File: src/rtl/demux_pkg.sv
// Shared constants and types for the 1:4 stream demultiplexer.
// Channel count and select width are fixed; only the payload width is a parameter.
package demux_pkg;

  localparam int NUM_OUT = 4;
  localparam int SEL_W   = 2;
  localparam int CNT_W   = 16;

  typedef enum logic {
    IDLE = 1'b0,
    BUSY = 1'b1
  } state_t;

endpackage

File: src/rtl/stream_demux1to4_dec2to4.sv
// 2-bit to 4-bit one-hot decoder with enable; all-zero output when disabled.
module dec2to4
  import demux_pkg::*;
(
  input  logic               en,
  input  logic [SEL_W-1:0]   sel,
  output logic [NUM_OUT-1:0] onehot
);

  // NOTE: assign a default before any conditional write in always_comb, otherwise a latch is inferred.
  always_comb begin
    onehot = '0;
    if (en) onehot[sel] = 1'b1;
  end

endmodule

File: src/rtl/stream_demux1to4.sv
// Packet-locked 1:4 valid/ready stream demux with a single registered output stage.
// Optional per-channel packet counters on pkt_cnt when DEMUX_PKT_CNT_EN is defined.
module stream_demux1to4
  import demux_pkg::*;
#(
  parameter int DATA_W = 8
) (
  input  logic               clk,
  input  logic               rst,
  input  logic               in_valid,
  output logic               in_ready,
  input  logic [DATA_W-1:0]  in_data,
  input  logic               in_last,
  input  logic [SEL_W-1:0]   in_sel,
  output logic [NUM_OUT-1:0] out_valid,
  input  logic [NUM_OUT-1:0] out_ready,
  output logic [DATA_W-1:0]  out_data,
  output logic               out_last
`ifdef DEMUX_PKT_CNT_EN
  ,
  output logic [NUM_OUT*CNT_W-1:0] pkt_cnt
`endif
);

  state_t           state, state_nxt;
  logic             full;
  logic [SEL_W-1:0] dst;
  logic [SEL_W-1:0] lock;
  logic [SEL_W-1:0] route;
  logic             sel_ready;
  logic             accept;
  logic             drain;

  // Only the ready of the channel holding the current beat matters.
  assign sel_ready = out_ready[dst];
  assign in_ready  = !rst && (!full || sel_ready);
  assign accept    = in_valid && in_ready;
  assign drain     = full && sel_ready;
  assign route     = (state == IDLE) ? in_sel : lock;

  always_comb begin
    state_nxt = state;
    if (accept) begin
      if (state == IDLE) begin
        if (!in_last) state_nxt = BUSY;
      end else if (in_last) begin
        state_nxt = IDLE;
      end
    end
  end

  // NOTE: sequential state uses non-blocking assignments so every register samples pre-edge values.
  always_ff @(posedge clk) begin
    if (rst) begin
      state    <= IDLE;
      lock     <= '0;
      full     <= 1'b0;
      dst      <= '0;
      out_data <= '0;
      out_last <= 1'b0;
    end else begin
      state <= state_nxt;
      if (accept && state == IDLE) lock <= in_sel;
      // A same-cycle drain and accept reloads the stage without a bubble.
      if (accept) begin
        full     <= 1'b1;
        dst      <= route;
        out_data <= in_data;
        out_last <= in_last;
      end else if (drain) begin
        full <= 1'b0;
      end
    end
  end

  dec2to4 u_valid_dec (
    .en     (full),
    .sel    (dst),
    .onehot (out_valid)
  );

`ifdef DEMUX_PKT_CNT_EN
  logic [NUM_OUT-1:0] cnt_strobe;
  logic [CNT_W-1:0]   cnt [NUM_OUT];

  dec2to4 u_cnt_dec (
    .en     (drain && out_last),
    .sel    (dst),
    .onehot (cnt_strobe)
  );

  // NOTE: this small register array is reset explicitly; it is flops, not a RAM macro.
  always_ff @(posedge clk) begin
    if (rst) begin
      for (int k = 0; k < NUM_OUT; k++) cnt[k] <= '0;
    end else begin
      for (int k = 0; k < NUM_OUT; k++)
        if (cnt_strobe[k]) cnt[k] <= cnt[k] + 1'b1;
    end
  end

  for (genvar k = 0; k < NUM_OUT; k++) begin : g_pack
    assign pkt_cnt[k*CNT_W +: CNT_W] = cnt[k];
  end
`endif

endmodule

File: config.mk
export PLATFORM = sky130hd
export DESIGN_NAME = stream_demux1to4
export DESIGN_NICKNAME = d
export VERILOG_FILES = /design/src/rtl/demux_pkg.sv /design/src/rtl/stream_demux1to4_dec2to4.sv /design/src/rtl/stream_demux1to4.sv
export SDC_FILE = /design/constraint.sdc
export NUM_CORES = 1
export LEC_CHECK = 0
export BUFFER_PORTS_ARGS = -buffer_cell sky130_fd_sc_hd__buf_2
export CORE_MARGIN = 5
export CORE_UTILIZATION = 50
export DETAILED_ROUTE_END_ITERATION = 8
export PLACE_DENSITY = 0.84
export SLEW_MARGIN = 15
export SYNTH_ARGS = -nofsm -noshare
export SYNTH_HDL_FRONTEND = slang
export SYNTH_SLANG_ARGS = --single-unit
File: constraint.sdc
create_clock -name clk -period 4.15 [get_ports clk]
set_clock_uncertainty 0.05 [all_clocks]
set_input_delay 0.6225 -clock clk [delete_from_list [all_inputs] [get_ports clk]]
set_output_delay 0.6225 -clock clk [all_outputs]
set_load 0.02 [all_outputs]
==> results of run 1 <==
## power by group
part | internal (uW) | switching [uW]
Sequential | 155 | 8.39
Clock | 36.7 | 51.7
Combinational | 35.5 | 36.1
Total | 227 | 96.2
## stage by stage
step           hold WS, ns  instances  setup WS [ns]
2_1_floorplan        0.398         83           2.13
3_3_place_gp         0.406        125           2.16
3_5_place_dp         0.410        125           2.13
4_1_cts              0.431        129           1.91
5_1_grt              0.453        129           1.78
6_report             0.425        129           1.95
## sequential cells by signal, summed over array words and instances (netlist names)
signal	flops
dst	2
full	1
lock	2
out_data	8
out_last	1
state	1
## how the worst max path moves through the flow
stage,to,slack [ns],cells past startpoint
final,in_ready,1.95,3
after CTS,in_ready,1.91,3
after global placement,in_ready,2.16,4
after floorplan,in_ready,2.13,2
after detailed placement,in_ready,2.13,4
after global routing,in_ready,1.78,3
## layout make-up
class	instances	area (sq um)	area share [%]
clock inverters	1	7.51	0.759
multi-input cells	63	484	48.9
clock buffers	3	22.5	2.28
repair buffers	31	155	15.7
well taps	16	20.0	2.02
flip-flops and latches	15	300	30.3
## worst max-delay path: cells and delay by family, from the launching register on
family | cells | cell delay [ns]
buf+inv | 1 | 0.21
compound gates | 1 | 0.31
flops | 1 | 0.54
mux | 1 | 0.17
## kinds of logic after synthesis
kind of cell / count (synthesis) / share of synthesized area [%]
AND/OR/NAND/NOR: 38 / 26.9
AO/OA/AOI/OAI: 5 / 5.66
buffers and inverters: 5 / 4.13
flip-flops: 15 / 36.7
multiplexers: 20 / 26.6
## synthesized netlist by cell type (all sizes together)
cell type  number  share of area, %
and2            2               1.5
mux2            5               8.3
and3            1              0.77
buf             2               2.8
o221a           1               1.4
mux2i          15                18
a221oi          3               3.2
o221ai          1               1.1
nor2b           4               3.1
clkbuf          3               1.4
nand2b         24                18
nand2           1              0.46
dfxtp          15                37
nor2            6               2.8
## per-layer routing
metal	wire (um)	GRT usage [%]
met3	132	3.25
met1	698	17.0
met2	675	16.7
met4	24	6.38
met5	0	0
==> run summary, run 1 <==
The clock passes through at most 2 buffers. The tree built by TritonCTS fans out to 15 sinks. The placer congestion estimate came out at 0.821. The number of buffers inserted by port buffering came out at 31. Data on the critical path is required at its endpoint by 3.48 ns.

Measured slew at the worst slew-check pin: 0.590 ns. Derived from the worst setup path, the maximum achievable clock frequency is 454 MHz. The CTS clock-pin slew for the worst setup and hold paths is 0.10 ns.

For this run, the number of Yosys warnings is 0. The horizontal extent of the die works out to 50.5 um. The total standard cell area after synthesis was 818 sq um; the post-synthesis cell count was 83. Summing internal, switching and leakage power gives 323 uW. The routed wire length was 1530 um; the number of hold-repair buffers added at the cts stage was 0. For hold timing, the worst endpoint is lock[0]. The post-synthesis area per instance was 9.86 sq um; the residual overflow from global routing was 0. Clock root buffer master: sky130_fd_sc_hd__clkbuf_4. Counting the buffers created by CTS gives 3.

The worst hold path begins at lock[0]. The post-cts resize count was 0. The critical path starts at dst[1]. The worst path uses 53.1% of the clock period.

The run gives 0 as the number of hold violations in the final report. The type of element launching the critical path is a flop. The first TritonRoute pass finished after 4 iterations.

The logs give 137 for the number of filler cells placed in the layout and 11 for the number of violations reported at the end of detailed-routing iteration 0. In this run the static leakage power is 0.000471 uW. The total via count in the routed design is 672. The number of setup violations in the final report is 0, and the area inside the core boundary is 0.00152 sq mm. In this run the cell area measured after placement is 960 sq um. The number of nets in the synthesized netlist is 101. The smallest clock period supported by the final layout is computed as 2.20 ns.

TritonCTS built the clock tree. The worst min-delay path class is flop to flop. The synthesized flop and latch total was 15. The first global-routing pass estimated 2450 um of wire. Post-CTS timing repair inserted 0 buffers for setup. The average via count per standard cell came out at 5.21. The startpoint identified for the worst register-to-register timing path is dst[1]. The global-route usage over all layers was 12.1%. The run gives 1.53 ns as the signal arrival time at the worst endpoint. The final design instance area without fill is 990 sq um, and the average wire length per cell after detail routing is 11.9 um. Dividing total power by cell area gives a power density of 327 mW/mm^2.

The floorplan step defined a die boundary enclosing 0.00255 sq mm. The logs give 0 for the number of nets still failing antenna checks after routing and 0 ns for the final setup TNS. Traced cell by cell, the critical path runs through mux2i_1, a221oi_1, buf_2. The run gives 0 as the initial antenna violation count.

For the max-cap check violation count, the log shows 0. The die height is 50.5 um, and the effective utilization at floorplan is 53.7%. In this run the critical register-to-register path is captured at state. The number of cell instances on the worst register-to-register path works out to 3. Classification of the worst setup path: flop to output port. For this run, design rule violations remaining after detail routing come to 0. The deepest level of the CTS H-tree came out at 1. Cells fill 64.9% of the core in the end. The number of nets at the end of the flow is 132. The flow ran to the end, and the final reports show no timing, DRC or antenna violations.

The delay of the slowest cell on the worst path is 0.54 ns. Setup repair after global routing left no endpoint under its margin. Relative to the synthesized area, the layout overhead comes to 20.9%. For this run, the register share of the synthesized area comes to 36.7%. In this run the worst path has a maximum fanout of 9. Leaving out fill and tap cells, the most frequent cell in the layout is sky130_fd_sc_hd__buf_2. The worst-case IR drop observed on VDD is 280 uV. The I/O pin count is 32. The worst setup path is captured at an output port. Entering global routing, the biggest net connects 31 pins. The floorplan has 14 rows.

The diode insertion count for antenna repair was 0; the number of distinct library cell variants in the gate-level netlist after synthesis was 15. The post-route netlist has 35.4% of its cells at a drive strength greater than 1. The tools report the number of global-route vias before repair as 565. For the worst-skew pair, the clock arrives at the later sink with an insertion delay of 0.29 ns. Headroom to the max-slew limit came out at 60.7%.

The worst hold path passes through 2 cells. The worst register-to-register path has a setup slack of 2.31 ns. The slowest stage of the critical path belongs to the cell sky130_fd_sc_hd__dfxtp_1. The number of pins with negative max-slew slack in the final report was 0. In the layout the commonest cells are sky130_fd_sc_hd__buf_2 (31), sky130_fd_sc_hd__nand2b_1 (24), sky130_fd_sc_hd__mux2i_1 (15), sky130_fd_sc_hd__dfxtp_1 (15), sky130_fd_sc_hd__nor2_1 (6).
(Power assumes the default switching activity.)
==> run 2: changes to the inputs <==
CORE_UTILIZATION = 42   (was 50)
PLACE_DENSITY = 0.75   (was 0.84)
clock period = 2 ns   (was 4.15 ns; I/O delays follow)
==> run 2 against run 1 <==
  * Sequential share of layout area is 0.56 points lower
  * Register-to-register slack worse by 2.1 ns
  * Critical path type unchanged
  * Non-clock buffer count is 1 higher
  * Count of clock-buffer cells in the layout stayed put
  * Combinational power is 110% higher
  * Sequential power is 110% higher
  * Global-route usage is 0.054 points higher
  * Final cell count is 9.3% higher
  * Largest power group unchanged
  * Critical endpoint unchanged
==> run summary, run 2 (synthesized netlist as in run 1, its figures left out) <==
The peak supply drop is 304 uV, and the power dissipated by switching net loads is 194 uW. The number of global-route vias before repair is 628, and the deepest clock path buffer count is 2. Once detail routing completed, the nets flagged for antenna violations numbered 0. Summed over all failing endpoints, the final setup total negative slack is 0 ns. In the layout the commonest cells are sky130_fd_sc_hd__buf_2 (31), sky130_fd_sc_hd__nand2b_1 (24), sky130_fd_sc_hd__mux2i_1 (15), sky130_fd_sc_hd__dfxtp_1 (15), sky130_fd_sc_hd__nor2_1 (6).

The number of hold violations in the final report is 0. Once the clock tree was built, the resizer swapped 0 gates to a different size. The length of routed wiring on met1 is 698 um, and the total met2 wirelength after detailed routing is 757 um.

The clock reaches the later pin of the worst-skew pair after 0.28 ns. The analysis attributes to cell leakage a power of 0.000479 uW. The largest registers in the layout are out_data (8), dst (2), lock (2). In the routed design, unresolved DRC markers number 0. The register with the most flip-flops in the layout has 8 of them.

The fraction of power consumed by the clock network was 26.2%. The tightest min-delay check is of the input pin to flop type. The internal portion of the total power is 471 uW. The routed wire length came out at 1620 um. The initial antenna violation count was 0; the wire length on met3 was 124 um.

Headroom to the max-slew limit came out at 66.3%. Once placement finished, the instance area stood at 981 sq um. From left edge to right edge, the die measures 54.1 um. The switching portion of total power works out to 29.2%.

Counting flops per register, the top entry is out_data. The flow ran to the end, and the final reports show no timing, DRC or antenna violations. The final route contains 659 vias. The residual overflow from global routing was 0.

The tools report the number of pins with negative max-slew slack in the final report as 0. Dividing total power by cell area gives a power density of 659 mW/mm^2. The pre-antenna-repair detailed-routing pass consisted of 3 iterations. The filler cells instantiated in the layout total 203. For the number of setup violations in the final report, the log shows 0. The tools report the clock root buffer master as sky130_fd_sc_hd__clkbuf_4.

Effective utilization at floorplan: 43.0%. Entering global routing, the biggest net connects 31 pins. The signal arrival time at the worst endpoint is 1.50 ns.

The library cell used most frequently in the layout, excluding fill and tap cells, is sky130_fd_sc_hd__buf_2. The design draws 665 uW. The clock drives 15 sinks.

In this run, the combinational gates consume 22.9% of the power. Classification of the worst setup path: flop to output port. The signed area change from the synthesized netlist to the final layout works out to 23.2%. Highest layer used for signal routing: met4. The worst setup path is launched from a flop. Clock tree synthesis inserted a total of 3 buffers.

After detailed routing, the number of vias per cell comes to 4.67. The deepest level of the CTS H-tree is 1. STA puts the critical path data required time at 1.65 ns. From bottom edge to top edge, the die measures 54.1 um.

The minimum clock period after layout came out at 1.85 ns. The first global-routing pass estimated 2530 um of wire. For this design the top-level I/O count stands at 32. The tightest hold path in the finished design has a slack of 0.214 ns. TritonCTS built the clock tree. The post-route netlist has 36.0% of its cells at a drive strength greater than 1.

For the diode insertion count for antenna repair, the log shows 0. For this run, the total global-route usage over all layers was measured as 12.2%. The placement row count is 16.

In this run, flip-flops and latches consume 50.9% of the power. The measured slew at the worst slew-check pin is 0.506 ns, and the fmax is 540 MHz. The post-CTS setup buffer count is 0, and the final period utilization is 92.6%. Setup repair after global routing left no endpoint under its margin. The number of buffers inserted by port buffering was 31; the number of hold-repair buffers added at the cts stage was 0. Max-cap check violation count: 0. After clock tree synthesis, the clock-pin slew on the worst setup and hold paths is 0.09 ns.

For the number of violations reported at the end of detailed-routing iteration 0, the log shows 6. The number of nets at the end of the flow came out at 133. The die covers 0.00293 sq mm.

The core region is 0.00190 sq mm. The post-DP HPWL was 1220 um; the maximum fanout count along the critical path was 9. The congestion estimate from routability-driven global placement came to 0.705. The worst setup path is captured at an output port. After detailed routing, the average wire length per cell comes to 11.5 um. After routing the design area is 0.00101 sq mm.
[run 2: path summary, 6_finish.rpt]
kind / start / endpoint / slack, ns / cells past startpoint
worst min register to register: out_data[7] / out_data[7] / 0.42 / 2
worst min-delay path: in_data[2] / out_data[2] / 0.21 / 3
worst max-delay path: dst[1] / in_ready / 0.15 / 3
worst max register to register: dst[1] / state / 0.26 / 3
[run 2: power groups by stage]
stage / Combinational (uW) / Sequential [uW] / Clock [uW]
final: 152 / 338 / 174
after global routing: 165 / 342 / 193
after CTS: 154 / 339 / 183
after detailed placement: 153 / 345 / 0
after global placement: 150 / 345 / 0
after floorplan: 97.3 / 356 / 0
[run 2: through the flow]
step / std cells / utilization, % / setup WS (ns)
2_1_floorplan: 83 / - / 0.425
3_3_place_gp: 137 / 51.6 / 0.284
3_5_place_dp: 137 / 51.6 / 0.266
4_1_cts: 141 / 53.0 / 0.131
5_1_grt: 141 / 53.0 / 0.00532
6_report: 141 / 53.0 / 0.148
[run 2: final cells by class]
type | instances | area [sq um] | share of cell area [%]
clock inverter | 1 | 5.00 | 0.496
clock buffer | 3 | 22.5 | 2.23
multi-input combinational | 63 | 484 | 48.0
timing repair buffer | 32 | 163 | 16.1
sequential | 15 | 300 | 29.8
tap | 27 | 33.8 | 3.35
[run 2: critical path, stage by stage (launching register included)]
cell and delay (ns):
sky130_fd_sc_hd__dfxtp_1 0.53, sky130_fd_sc_hd__mux2i_1 0.17, sky130_fd_sc_hd__a221oi_1 0.31, sky130_fd_sc_hd__buf_2 0.22
[run 2: layer usage]
metal	up-vias	track usage [%]
li1	344	-
met1	289	12.8
met2	22	20.9
met3	4	3.05
met4	0	8.71
met5	-	0
